`src/rtl/video_timing_pkg.sv`:
```
// Shared timing definitions for the DVI raster path: 640x480@60 mode values,
// total-count helpers, sync polarity constants and the timing tuple type.
package video_timing_pkg;

  localparam int VGA_H_ACTIVE = 640;
  localparam int VGA_H_FP     = 16;
  localparam int VGA_H_SYNC   = 96;
  localparam int VGA_H_BP     = 48;
  localparam int VGA_V_ACTIVE = 480;
  localparam int VGA_V_FP     = 10;
  localparam int VGA_V_SYNC   = 2;
  localparam int VGA_V_BP     = 33;

  localparam logic SYNC_ACTIVE_LOW  = 1'b0;
  localparam logic SYNC_ACTIVE_HIGH = 1'b1;

  // Flags are active-high here; output polarity is applied at the very end.
  typedef struct packed {
    logic de;
    logic hs;
    logic vs;
  } timing_t;

  localparam timing_t TIMING_IDLE = '0;

  function automatic int h_total(input int active, input int fp, input int sync, input int bp);
    return active + fp + sync + bp;
  endfunction

  function automatic int v_total(input int active, input int fp, input int sync, input int bp);
    return active + fp + sync + bp;
  endfunction

endpackage

```
`src/rtl/video_timing_gen_delay_line.sv`:
```
// ce-qualified shift register of timing tuples; resets every stage to the idle tuple.
module timing_delay_line
  import video_timing_pkg::*;
#(
  parameter int unsigned DEPTH = 2
) (
  input  logic    clk,
  input  logic    reset,
  input  logic    ce,
  input  timing_t d,
  output timing_t q
);

  timing_t stage [DEPTH];

  always_ff @(posedge clk or posedge reset) begin
    if (reset) begin
      for (int unsigned i = 0; i < DEPTH; i++) stage[i] <= TIMING_IDLE;
    end else if (ce) begin
      stage[0] <= d;
      for (int unsigned i = 1; i < DEPTH; i++) stage[i] <= stage[i-1];
    end
  end

  assign q = stage[DEPTH-1];

endmodule

```
`src/rtl/video_timing_gen.sv`:
```
// Raster timing generator: x/y counters, line/frame strobes, and pipelined
// hsync/vsync/de aligned to pixel data derived from x/y.
module video_timing_gen
  import video_timing_pkg::*;
#(
  parameter int          H_ACTIVE = VGA_H_ACTIVE,
  parameter int          H_FP     = VGA_H_FP,
  parameter int          H_SYNC   = VGA_H_SYNC,
  parameter int          H_BP     = VGA_H_BP,
  parameter int          V_ACTIVE = VGA_V_ACTIVE,
  parameter int          V_FP     = VGA_V_FP,
  parameter int          V_SYNC   = VGA_V_SYNC,
  parameter int          V_BP     = VGA_V_BP,
  parameter logic        SYNC_POL = SYNC_ACTIVE_LOW,
  parameter int unsigned PIPE_DLY = 2,
  parameter int          CW       = 12
) (
  input  logic          clk,
  input  logic          reset,
  input  logic          ce,
  output logic [CW-1:0] x,
  output logic [CW-1:0] y,
  output logic          frame_start,
  output logic          line_start,
  output logic          hsync,
  output logic          vsync,
  output logic          de
);

  localparam int H_TOTAL = h_total(H_ACTIVE, H_FP, H_SYNC, H_BP);
  localparam int V_TOTAL = v_total(V_ACTIVE, V_FP, V_SYNC, V_BP);

  localparam logic [CW-1:0] X_LAST   = CW'(H_TOTAL - 1);
  localparam logic [CW-1:0] Y_LAST   = CW'(V_TOTAL - 1);
  localparam logic [CW-1:0] X_ACT    = CW'(H_ACTIVE);
  localparam logic [CW-1:0] Y_ACT    = CW'(V_ACTIVE);
  localparam logic [CW-1:0] HS_START = CW'(H_ACTIVE + H_FP);
  localparam logic [CW-1:0] HS_END   = CW'(H_ACTIVE + H_FP + H_SYNC);
  localparam logic [CW-1:0] VS_START = CW'(V_ACTIVE + V_FP);
  localparam logic [CW-1:0] VS_END   = CW'(V_ACTIVE + V_FP + V_SYNC);

  timing_t raw;
  timing_t dly_q;

  always_ff @(posedge clk or posedge reset) begin
    if (reset) begin
      x <= '0;
      y <= '0;
    end else if (ce) begin
      if (x == X_LAST) begin
        x <= '0;
        y <= (y == Y_LAST) ? '0 : y + 1'b1;
      end else begin
        x <= x + 1'b1;
      end
    end
  end

  always_comb begin
    raw    = TIMING_IDLE;
    raw.de = (x < X_ACT) && (y < Y_ACT);
    raw.hs = (x >= HS_START) && (x < HS_END);
    raw.vs = (y >= VS_START) && (y < VS_END);
  end

  timing_delay_line #(
    .DEPTH(PIPE_DLY)
  ) u_delay (
    .clk  (clk),
    .reset(reset),
    .ce   (ce),
    .d    (raw),
    .q    (dly_q)
  );

  // Counters already sit at (0,0) during reset, so strobes are masked by reset
  // to keep them low until the first pixel is actually live.
  assign line_start  = !reset && (x == '0);
  assign frame_start = line_start && (y == '0);

  assign de    = dly_q.de;
  assign hsync = dly_q.hs ? SYNC_POL : ~SYNC_POL;
  assign vsync = dly_q.vs ? SYNC_POL : ~SYNC_POL;

endmodule

```
`config.mk`:
```
export PLATFORM = sky130hd
export DESIGN_NAME = video_timing_gen
export DESIGN_NICKNAME = d
export VERILOG_FILES = /design/src/rtl/video_timing_pkg.sv /design/src/rtl/video_timing_gen_delay_line.sv /design/src/rtl/video_timing_gen.sv
export SDC_FILE = /design/constraint.sdc
export NUM_CORES = 1
export LEC_CHECK = 0
export BUFFER_PORTS_ARGS = -buffer_cell sky130_fd_sc_hd__buf_2
export CAP_MARGIN = 5
export CORE_AREA = 2 2 54 76
export DETAILED_ROUTE_END_ITERATION = 12
export DIE_AREA = 0 0 56 78
export GPL_TIMING_DRIVEN = 0
export PLACE_DENSITY_LB_ADDON = 0.12
export SYNTH_ARGS = -nofsm -noshare
export SYNTH_HDL_FRONTEND = slang
export SYNTH_SLANG_ARGS = --single-unit
```
`constraint.sdc`:
```
create_clock -name clk -period 2.2 [get_ports clk]
set_input_delay 0.22 -clock clk [delete_from_list [all_inputs] [get_ports clk]]
set_output_delay 0.22 -clock clk [all_outputs]
set_load 0.005 [all_outputs]
```
# Word-level counts from Yosys, hierarchy flattened
# Index checks and enable logic that the tools add are counted.
# op_classes
magnitude_cmp	6
n_eq_ne	2
n_reduce_logical	9
add_sub_neg	2
muxes	4
# op_table
cell	count
$add 12x1->12 const B	2
$eq 12x10->1 const B	2
$logic_not 12->1	2
$lt 12x10->1 const B	2
$lt 12x9->1 const B	2
$mux 12	2
$ge 12x10->1 const B	1
$ge 12x9->1 const B	1
$logic_and 1x1->1	5
$mux 1	2
$reduce_and 2->1	1
$logic_not 1->1	1
# word_totals
in_bits	3
wordCells	31
register_bits	30
out_inout_bits	29

# Logic depth before layout (Yosys ltp)
# Gate-level depths: netlist (run 1).
# logic_depth
depth_word	3
depth_mapped	6
mapped_depth_nobuf	6

# Hierarchy
# A second synthesis (run 1) with hierarchy kept.
# unflattened
hier_cells	170
hier_area_um2	1734.2
# modules_own_cells
module	seq_area_each_um2	instances	area_each_um2	cells_per_inst
video_timing_gen	600.6	1	1456.4	153
timing_delay_line	150.1	1	277.8	17

# Least setup slack after synthesis (run 1)
# Ideal clock, no wire load.
# synth_timing
path_kind	reg2reg
start	reg x[5]
end	reg y[4]
setup_time_ns	0.066
arrival_time_ns	2.093
n_path_buf	0
path_stages_with_launch	5
synth_period_minus_slack_ns	2.159
t_required_ns	2.134
path_slack_ns	0.041
path_cell_list	dfrtp_1 -> or4_4 -> or4_4 -> or4_1 -> nand2_1
# synth_between
elab_chain_len	2
# synth_rtl
element	line	text
start: declaration	video_timing_gen.sv:21	output logic [CW-1:0] x,
start signal: assignment	video_timing_gen.sv:54	x <= x + 1'b1;
$eq 12x10->1	video_timing_gen.sv:50	if (x == X_LAST) begin
$reduce_and 2->1 (no line)	--	
end signal: assignment	video_timing_gen.sv:52	y <= (y == Y_LAST) ? '0 : y + 1'b1;
end: declaration	video_timing_gen.sv:22	output logic [CW-1:0] y,
# No other way between the ends.
# A chain may end at the register's enable or synchronous reset.

# Worst setup path after layout (run 1)
# layout_timing
start	reg x[6]
end	reg y[4]
# Same word-level chain as after synthesis.

==> results.sh, run 1 <==
export IMPL_fin_cells=254
export IMPL_power_switching_uw=436
export IMPL_critPathRequiredTime_ps=2430
export IMPL_finClkSkew_ps=8.30
export IMPL_dp_slack_ps=-132
export IMPL_slew_viol_final=0
export IMPL_cts_hold_buffers=0
export IMPL_yosys_warnings=0
export IMPL_rsz0062_at_grt="false"
export IMPL_status="completed"
export IMPL_power_frac_clock_pct=29.8
export IMPL_ys_seq_area_share_pct=46.6
export IMPL_async_flop_share_pct=100
export IMPL_cts_sinks=30
export IMPL_post_route_util_pct=54.3
export IMPL_vdd_drop_max_v=0.000502
export IMPL_worst_setup_path_end_kind="register"
export IMPL_grt_pass1_vias=1370
export IMPL_slew_headroom_pct=24.4
export IMPL_drive_above_1_share_pct=27.8
export IMPL_power_mw=1.39
export IMPL_start_util_pct=44.2
export IMPL_met2_usage_pct=32.5
export IMPL_synth_edf_count=0
export IMPL_cp_max_fo=5
export IMPL_synth_cell_area_um2=1610
export IMPL_use_met1_pct=22.5
export IMPL_setup_slack_ps=56.4
export IMPL_cts_made_buffers=5
export IMPL_antenna_found_initial=0
export IMPL_layout_nets=219
export IMPL_p_leak_nw=0.931
export IMPL_io_pins=32
export IMPL_avgSynthCellArea_um2=9.59
export IMPL_cp_arrival_ps=2370
export IMPL_dp_hpwl_um=2790
export IMPL_die_w_um=56
export IMPL_ys_ff_latch=30
export IMPL_share_comb_of_total_power_pct=21.6
export IMPL_insertion_delay_ps=280
export IMPL_power_density_nw_per_um2=700
export IMPL_ys_flop_type="dfrtp_1"
export IMPL_p_int_uw=949
export IMPL_layout_min_cycle_time_ps=2140
export IMPL_max_cap_viol_count=0
export IMPL_ys_types=41
export IMPL_drcViolationCount=0
export IMPL_grt_busiest_layer="met2"
export IMPL_grt_start_max_net_pins=31
export IMPL_core_rowCount=26
export IMPL_hp_class="input port to async pin"
export IMPL_syn_instance_count=168
export IMPL_htree_num_levels=2
export IMPL_critical_path_class="register to register"
export IMPL_drt_pass1_iterations=4
export IMPL_worst_pin_slew_ps=1130
export IMPL_port_buffers=31
export IMPL_via_count=1441
export IMPL_dp_cells=241
export IMPL_grtUsageTotal_pct=19.2
export IMPL_grtUsageMet3_pct=4.50
export IMPL_clock_root_buffer="clkbuf_8"
export IMPL_finalWeightedCongestion=0.854
export IMPL_area_growth_pct=22.7
export IMPL_totalWireLength_um=3850
export IMPL_diodes=0
export IMPL_grt_overflow=0
export IMPL_grt_first_pass_wirelength_um=6520
export IMPL_final_hold_viol_count=0
export IMPL_synth_nets=175
export IMPL_wire_per_inst_um=15.2
export IMPL_finalSetupViolCount=0
export IMPL_r2r_cells=4
export IMPL_finalCritPeriodShare_pct=97.4
export IMPL_core_um2=3640
export IMPL_critPathLaunchType="register"
export IMPL_cts_clk_slew_worst_paths_ps=70
export IMPL_cts_tree="done"
export IMPL_clockBufferDepth=2
export IMPL_seq_power_share_pct=48.7
export IMPL_routed_via_density=5.67
export IMPL_first_iter_violations=34
export IMPL_final_antenna_net_count=0
export IMPL_clock_fmax_ghz=0.467
export IMPL_switching_share_pct=31.5
export IMPL_die_area_um2=4370
export IMPL_die_h_um=78
[area by class of cell]
type,instances,area [um2]
well taps,42,52.6
inverters,13,48.8
plain buffers,5,18.8
fillers,346,1670
flip-flops and latches,30,757
repair buffers,37,200
multi-input cells,120,825
clock buffers,7,76.3
[worst paths after layout]
path,start,to,slack [ps]
worst max-delay path,x[6],y[4],60
min in group clk,ce,x[2],370
worst min register to register,u_delay.q[2],u_delay.q[2],500
max in group asynchronous,reset,x[10],1200
worst min-delay path,reset,x[9],240
worst max register to register,x[6],y[4],60
[critical path, stage by stage (launching register included)]
cell	delay (ps)
dfrtp_2	420
or4_4	590
or4_4	530
or4_4	480
nand2_1	80
[sequential cells by signal (all words and copies together) (netlist names)]
name / flops
u_delay.q: 3
u_delay.stage: 3
x: 12
y: 12
[cell usage after synthesis (4+ instances only)]
library cell	count	area share, %
o21ai_0	10	3.1
inv_1	13	3.0
ha_1	4	3.1
nor2_1	10	2.3
nand2b_1	4	1.6
dfrtp_1	30	47
nand4_1	7	2.7
nand2_1	14	3.3
clkbuf_1	4	0.93
xor2_1	9	4.9
nand3_1	10	3.1
xnor2_1	4	2.2
nor3_1	6	1.9
and4_1	4	2.2
[power by group through the flow]
stage / combinational (mW) / sequential, mW / clock, mW
detailed placement: 0.277 / 0.685 / 0
global placement: 0.269 / 0.681 / 0
CTS: 0.300 / 0.672 / 0.422
finish: 0.299 / 0.674 / 0.413
global route: 0.330 / 0.687 / 0.448
floorplan: 0.177 / 0.676 / 0
[timing repair]
item | 4_1_cts | 5_1_grt
buffers inserted | 2 | 4
gates resized for setup | 7 | 4
pin swaps | 1 | 2
endpoints found under the setup margin | 9 | 3
[logic make-up (layout without fill, tap and decap cells)]
kind of cell,count (synthesis),count (layout),share of synthesized area [%]
multiplexers,1,1,0.699
AO/OA/AOI/OAI,23,23,9.16
AND/OR/NAND/NOR,79,79,29.2
adder cells (fa/ha/maj),4,4,3.11
XOR/XNOR,13,13,7.07
buffers and inverters,18,62,4.19
flip-flops,30,30,46.6
[cell usage in the layout, fill, tap and decap left out, types with 4 or more instances in the layout]
cell type,netlist,layout
and4_1,4,4
nand4_1,7,7
buf_4,0,6
dfrtp_1,30,25
nor2_1,10,9
nand2_1,14,14
nor3_1,6,6
xor2_1,9,9
nand3_1,10,10
inv_1,13,13
xnor2_1,4,4
clkbuf_1,4,6
o21ai_0,10,10
ha_1,4,4
buf_2,0,31
nand2b_1,4,4
clkbuf_8,0,5
dfrtp_2,0,5
or4_4,3,4
[per-layer routing]
| metal | part of all wire [%] | up-vias |
|---|---|---|
| li1 | - | 692 |
| met1 | 40 | 683 |
| met2 | 51 | 57 |
| met3 | 5.8 | 9 |
| met4 | 2.5 | 0 |
| met5 | 0 | - |
[per-stage QoR]
| stage | TNS [ps] | area, um2 | hold WS (ps) |
|---|---|---|---|
| after floorplan | 0 | 1610 | 311 |
| after global placement | -528 | 1820 | 480 |
| after detailed placement | -652 | 1820 | 492 |
| after CTS | 0 | 1930 | 282 |
| after global routing | 0 | 1980 | 350 |
| final | 0 | 1980 | 245 |
Power figures use the tool's default switching activity.
==> run 2: changes to the inputs <==
--- a/config.mk
+++ b/config.mk
@@ -8,6 +8,7 @@
 export BUFFER_PORTS_ARGS = -buffer_cell sky130_fd_sc_hd__buf_2
 export CAP_MARGIN = 5
 export CORE_AREA = 2 2 54 76
+export CTS_CLUSTER_SIZE = 24
 export DETAILED_ROUTE_END_ITERATION = 12
 export DIE_AREA = 0 0 56 78
 export GPL_TIMING_DRIVEN = 0
==> constraint.sdc (replaced) <==
create_clock -name clk -period 2.2 [get_ports clk]
set_input_delay 0 -clock clk [delete_from_list [all_inputs] [get_ports clk]]
set_output_delay 0 -clock clk [all_outputs]
set_load 0.005 [all_outputs]
==> results.sh, run 2 (synthesis results as in run 1) <==
export IMPL_die_w_um=56
export IMPL_status="completed"
export IMPL_clock_root_buffer="clkbuf_8"
export IMPL_grt_first_pass_wirelength_um=6520
export IMPL_p_leak_nw=0.912
export IMPL_fillers=346
export IMPL_slew_viol_final=0
export IMPL_cts_made_buffers=5
export IMPL_core_um2=3640
export IMPL_share_comb_of_total_power_pct=21.4
export IMPL_cp_arrival_ps=2370
export IMPL_final_seq_area_um2=757
export IMPL_cts_tree="done"
export IMPL_power_switching_uw=433
export IMPL_cts_hold_buffers=0
export IMPL_diodes=0
export IMPL_finalCritPeriodShare_pct=97.3
export IMPL_grt_overflow=0
export IMPL_critical_path_top_delay_family="simple AND/OR/NAND/NOR gates"
export IMPL_drcViolationCount=0
export IMPL_crit_buf_inv=0
export IMPL_grt_start_max_net_pins=31
export IMPL_start_util_pct=44.2
export IMPL_via_count=1420
export IMPL_drive_above_1_share_pct=25.8
export IMPL_cts_sinks=30
export IMPL_hp_class="input port to async pin"
export IMPL_final_hold_viol_count=0
export IMPL_critical_path_class="register to register"
export IMPL_vdd_drop_max_v=0.000501
export IMPL_max_cap_viol_count=0
export IMPL_critPathRequiredTime_ps=2430
export IMPL_routed_via_density=5.66
export IMPL_cp_max_fo=5
export IMPL_antenna_found_initial=0
export IMPL_area_growth_pct=20.8
export IMPL_dp_cells=241
export IMPL_power_mw=1.38
export IMPL_power_density_nw_per_um2=709
export IMPL_switching_share_pct=31.4
export IMPL_r2r_slack_ps=60
export IMPL_power_frac_clock_pct=29.8
export IMPL_layout_min_cycle_time_ps=2140
export IMPL_core_rowCount=26
export IMPL_seq_power_share_pct=48.8
export IMPL_final_common_cell="buf_2"
export IMPL_clock_fmax_ghz=0.467
export IMPL_finalSetupViolCount=0
export IMPL_worst_setup_path_end_kind="register"
export IMPL_finClkSkew_ps=7.95
export IMPL_dp_hpwl_um=2790
export IMPL_final_cell_mix="buf_2, dfrtp_1, nand2_1"
export IMPL_wire_per_inst_um=15.2
export IMPL_totalWireLength_um=3810
export IMPL_critPathMaxStageDelay_ps=590
export IMPL_layout_nets=216
export IMPL_p_int_uw=947
export IMPL_drt_pass1_iterations=4
export IMPL_htree_num_levels=2
export IMPL_crit_slowest_cell="or4_4"
export IMPL_cp_common_cell="or4_4"
export IMPL_final_antenna_net_count=0
export IMPL_slew_headroom_pct=24.8
export IMPL_multi_input_area_um2=816
export IMPL_first_iter_violations=45
export IMPL_rsz0062_at_grt="false"
export IMPL_worst_pin_slew_ps=1130
export IMPL_cts_clk_slew_worst_paths_ps=60
export IMPL_fin_cells=251
export IMPL_finalWeightedCongestion=0.854
export IMPL_cp_cell_sequence="or4_4 -> or4_4 -> or4_4 -> nand2_1"
export IMPL_io_pins=32
export IMPL_layout_top_registers="x: 12 flops, y: 12 flops"
export IMPL_die_area_um2=4370
export IMPL_grt_pass1_vias=1370
export IMPL_post_route_util_pct=53.4
export IMPL_clockBufferDepth=2
export IMPL_grtUsageTotal_pct=19.2
export IMPL_insertion_delay_ps=280
export IMPL_die_h_um=78
export IMPL_critPathLaunchType="register"
export IMPL_port_buffers=31
## run 2: changes by cell type in the layout (fill, tap and decap cells not counted)
cell | previous run | this run
buf_4 | 6 | 3
nor2_1 | 9 | 10
nor2_2 | 1 | 0
nor4b_1 | 0 | 1
nor4b_2 | 1 | 0
## run 2: layer usage
| layer | track usage, % | vias to the layer above | part of all wire [%] |
|---|---|---|---|
| met2 | 32.5 | 35 | 52 |
| met5 | 0 | - | 0 |
| met4 | 9.29 | 0 | 2.1 |
| met3 | 4.50 | 7 | 4.6 |
| met1 | 22.5 | 688 | 41 |
| li1 | - | 690 | - |
## run 2: final timing paths
path	depth (start not counted)	to	startpoint
setup / recovery	4	y[4]	x[6]
hold / removal	2	x[9]	reset
setup reg to reg	4	y[4]	x[6]
hold reg to reg	1	u_delay.q[2]	u_delay.q[2]
max in group asynchronous	2	x[10]	reset
min in group clk	3	x[2]	ce
## run 2: through the flow
stage	setup TNS (ps)	hold WS [ps]	area (um2)	worst slack, ps
2_1_floorplan	0	90.8	1610	41.2
3_3_place_gp	-528	359	1820	-92.1
3_5_place_dp	-652	368	1820	-132
4_1_cts	0	62.1	1930	20.9
5_1_grt	0	125	1950	6.86
6_report	0	13.9	1950	58.4
## run 2: what timing repair did
item	4_1_cts	5_1_grt
cloned	0	0
setup endpoints to repair	8	2
resized for setup	7	2
buffers inserted	2	1
pin swaps	1	2
## run 2: worst register-to-register path, stage by stage, from the launching register on
cell and delay, ps:
dfrtp_2 420, or4_4 590, or4_4 520, or4_4 480
nand2_1 80
## run 2: final cells by class
cell class / count / area share, %
buffer: 5 / 0.964
sequential: 30 / 38.9
tap: 42 / 2.70
inverter: 13 / 2.51
timing repair buffer: 34 / 9.13
multi-input combinational: 120 / 41.9
clock buffer: 7 / 3.92
## run 2: power by group through the flow
| stage | combinational [mW] | clock (mW) | sequential [mW] |
|---|---|---|---|
| floorplan | 0.177 | 0 | 0.676 |
| global placement | 0.269 | 0 | 0.681 |
| detailed placement | 0.277 | 0 | 0.685 |
| CTS | 0.300 | 0.422 | 0.672 |
| global route | 0.328 | 0.448 | 0.687 |
| finish | 0.296 | 0.411 | 0.673 |
==> run 3: changes to the inputs <==
--- a/config.mk
+++ b/config.mk
@@ -5,14 +5,16 @@
 export SDC_FILE = /design/constraint.sdc
 export NUM_CORES = 1
 export LEC_CHECK = 0
+export ABC_AREA = 1
 export BUFFER_PORTS_ARGS = -buffer_cell sky130_fd_sc_hd__buf_2
 export CAP_MARGIN = 5
-export CORE_AREA = 2 2 54 76
+export CORE_AREA = 2 2 57 80
 export CTS_CLUSTER_SIZE = 24
 export DETAILED_ROUTE_END_ITERATION = 12
-export DIE_AREA = 0 0 56 78
+export DIE_AREA = 0 0 59 82
 export GPL_TIMING_DRIVEN = 0
 export PLACE_DENSITY_LB_ADDON = 0.12
 export SYNTH_ARGS = -nofsm -noshare
 export SYNTH_HDL_FRONTEND = slang
+export SYNTH_HIERARCHICAL = 1
 export SYNTH_SLANG_ARGS = --single-unit
==> results.sh, run 3 <==
export IMPL_violations="negative hold slack"
export IMPL_dp_hpwl_um=3040
export IMPL_cts_clk_slew_worst_paths_ps=60
export IMPL_final_common_cell="nand2_1"
export IMPL_die_w_um=59
export IMPL_post_cts_buffers=0
export IMPL_final_cell_mix="nand2_1, inv_1, buf_2"
export IMPL_first_iter_violations=79
export IMPL_worst_setup_path_end_kind="output port"
export IMPL_diodes=0
export IMPL_die_area_um2=4840
export IMPL_ys_flop_type="dfrtp_1"
export IMPL_p_leak_nw=1.16
export IMPL_synth_largest_area_cell="dfrtp_1"
export IMPL_grt_overflow=0
export IMPL_synthTopCellsByArea="dfrtp_1, nand2_1, inv_1"
export IMPL_critical_path_class="register to output port"
export IMPL_power_density_nw_per_um2=752
export IMPL_drcViolationCount=0
export IMPL_layout_top_registers="x: 12 flops, y: 12 flops"
export IMPL_cts_tree="done"
export IMPL_met2_usage_pct=33.9
export IMPL_final_hold_viol_count=24
export IMPL_yosys_warnings=6
export IMPL_status="complete, but fails checks"
export IMPL_setup_tns_ps=0
export IMPL_start_util_pct=43.6
export IMPL_placed_area_um2=2010
export IMPL_grt_start_max_net_pins=26
export IMPL_synth_common_cells="nand2_1, inv_1, dfrtp_1"
export IMPL_max_cap_viol_count=0
export IMPL_synth_top_area_share_pct=41.6
export IMPL_avgSynthCellArea_um2=7.07
export IMPL_die_h_um=82
export IMPL_fin_area_um2=2100
export IMPL_cp_cell_sequence="inv_1 -> ha_1 -> nand4_1 -> nor2_1 -> nand3_1 -> nor3_1 -> buf_2"
export IMPL_critical_path_top_delay_family="simple AND/OR/NAND/NOR gates"
export IMPL_hp_class="input port to async pin"
export IMPL_core_rowCount=28
export IMPL_regToRegStartpoint="x[0]"
export IMPL_critPathRequiredTime_ps=2200
export IMPL_insertion_delay_ps=280
export IMPL_clock_fmax_ghz=0.613
export IMPL_fillers=438
export IMPL_ys_ff_latch=30
export IMPL_layout_nets=301
export IMPL_routed_via_density=5.01
export IMPL_slew_headroom_pct=33.2
export IMPL_synth_cell_area_um2=1800
export IMPL_dp_cells=331
export IMPL_ys_types=21
export IMPL_r2r_slack_ps=680
export IMPL_synth_nets=262
export IMPL_syn_instance_count=255
export IMPL_cp_max_fo=4
export IMPL_use_met1_pct=22.3
export IMPL_ys_seq_area_share_pct=41.6
export IMPL_worst_pin_slew_ps=1000
export IMPL_drive_above_1_share_pct=17.3
export IMPL_grt_busiest_layer="met2"
export IMPL_htree_num_levels=2
export IMPL_core_um2=4130
export IMPL_layout_min_cycle_time_ps=1630
export IMPL_final_antenna_net_count=0
export IMPL_fin_cells=339
export IMPL_grt_pass1_vias=1636
export IMPL_grtUsageMet3_pct=3.94
export IMPL_yosysMostFrequentCell="nand2_1"
export IMPL_totalWireLength_um=4070
export IMPL_whs_ps=-44.3
export IMPL_via_count=1700
export IMPL_area_growth_pct=16.5
export IMPL_slew_viol_final=0
export IMPL_finalSetupViolCount=0
export IMPL_crit_buf_inv=2
export IMPL_synth_edf_count=0
export IMPL_clock_root_buffer="clkbuf_8"
export IMPL_wire_per_inst_um=12.0
export IMPL_io_pins=32
export IMPL_vdd_drop_max_v=0.000407
export IMPL_antenna_found_initial=0
export IMPL_finalWeightedCongestion=0.913
export IMPL_cts_sinks=30
export IMPL_r2r_cells=8
export IMPL_port_buffers=31
export IMPL_rsz0062_at_grt="false"
export IMPL_cts_made_buffers=5
export IMPL_critPathLaunchType="register"
export IMPL_finalCritPeriodShare_pct=74.2
export IMPL_clockBufferDepth=2
export IMPL_grt_first_pass_wirelength_um=7150
export IMPL_finClkSkew_ps=6.17
export IMPL_async_flop_share_pct=100
export IMPL_power_mw=1.58
export IMPL_cp_arrival_ps=1630
export IMPL_grtUsageTotal_pct=19.5
export IMPL_critPathMaxStageDelay_ps=410
export IMPL_drt_pass1_iterations=4
export IMPL_r2r_end="y[9]"
export IMPL_crit_slowest_cell="dfrtp_1"
==> run 3: cell count changes after synthesis, moves of 4 or more <==
cell and change:
inv_1 +28, nor2_1 +17, nand3_1 +16, nor3_1 +4, o21ai_1 +4, nand2_1 +56
inv_2 +5, buf_4 +4, nand2b_1 -4, and4_1 -4, clkbuf_1 -4
==> run 3: worst max path at each step <==
stage,startpoint,endpoint,slack [ps],cells past startpoint
floorplan,x[0],y[0],890,8
global placement,reset,frame_start,490,7
detailed placement,reset,frame_start,490,7
CTS,reset,frame_start,500,7
global route,reset,frame_start,270,7
finish,x[0],frame_start,570,7
==> run 3: area by class of cell <==
cell class,count,area [um2],area share (%)
timing repair buffer,32,165,7.86
inverter,46,173,8.22
sequential,30,751,35.7
clock buffer,7,76.3,3.63
tap,45,56.3,2.68
buffer,5,41.3,1.97
multi-input combinational,174,838,39.9
==> run 3: metal layers <==
metal  vias up  wire length, um
li1        876                -
met1       779             1690
met2        36             2130
met3         9              144
met4         0               95
met5         -                0
==> run 3: cell families after synthesis <==
logic type      Yosys count  synth area share (%)
simple gates            148                  35.9
buf+inv                  51                  11.9
fa+ha+maj                 4                  2.78
xor+xnor                  8                  3.89
flops                    30                  41.6
compound gates           14                  3.89
==> run 3: stage by stage <==
| step | worst slack, ps | hold slack, ps | util, % |
|---|---|---|---|
| 2_1_floorplan | 886 | -209 | - |
| 3_3_place_gp | 494 | -65.2 | 48.7 |
| 3_5_place_dp | 490 | -65.7 | 48.7 |
| 4_1_cts | 502 | 7.40 | 50.8 |
| 5_1_grt | 267 | 34.0 | 50.8 |
| 6_report | 568 | -44.3 | 50.8 |
==> run 3: where the power goes <==
part           switching, mW  total, mW  internal, mW
sequential             0.110      0.746         0.636
combinational          0.257      0.420         0.163
clock                  0.197      0.414         0.217
==> run 3: what timing repair did <==
| action | in CTS | in global routing |
|---|---|---|
| gates resized for setup | 0 | 0 |
| hold buffers | 1 | 0 |
| hold endpoints to repair | 6 | 0 |
==> run 3: worst reg2reg max path, cell delays in order, from the launching register on <==
cell and delay (ps):
dfrtp_1 390, ha_1 190, nand2_1 80, nor2_1 120, nand3_2 140, nor2_4 210, inv_2 140, nand2_1 90
nand2_1 60
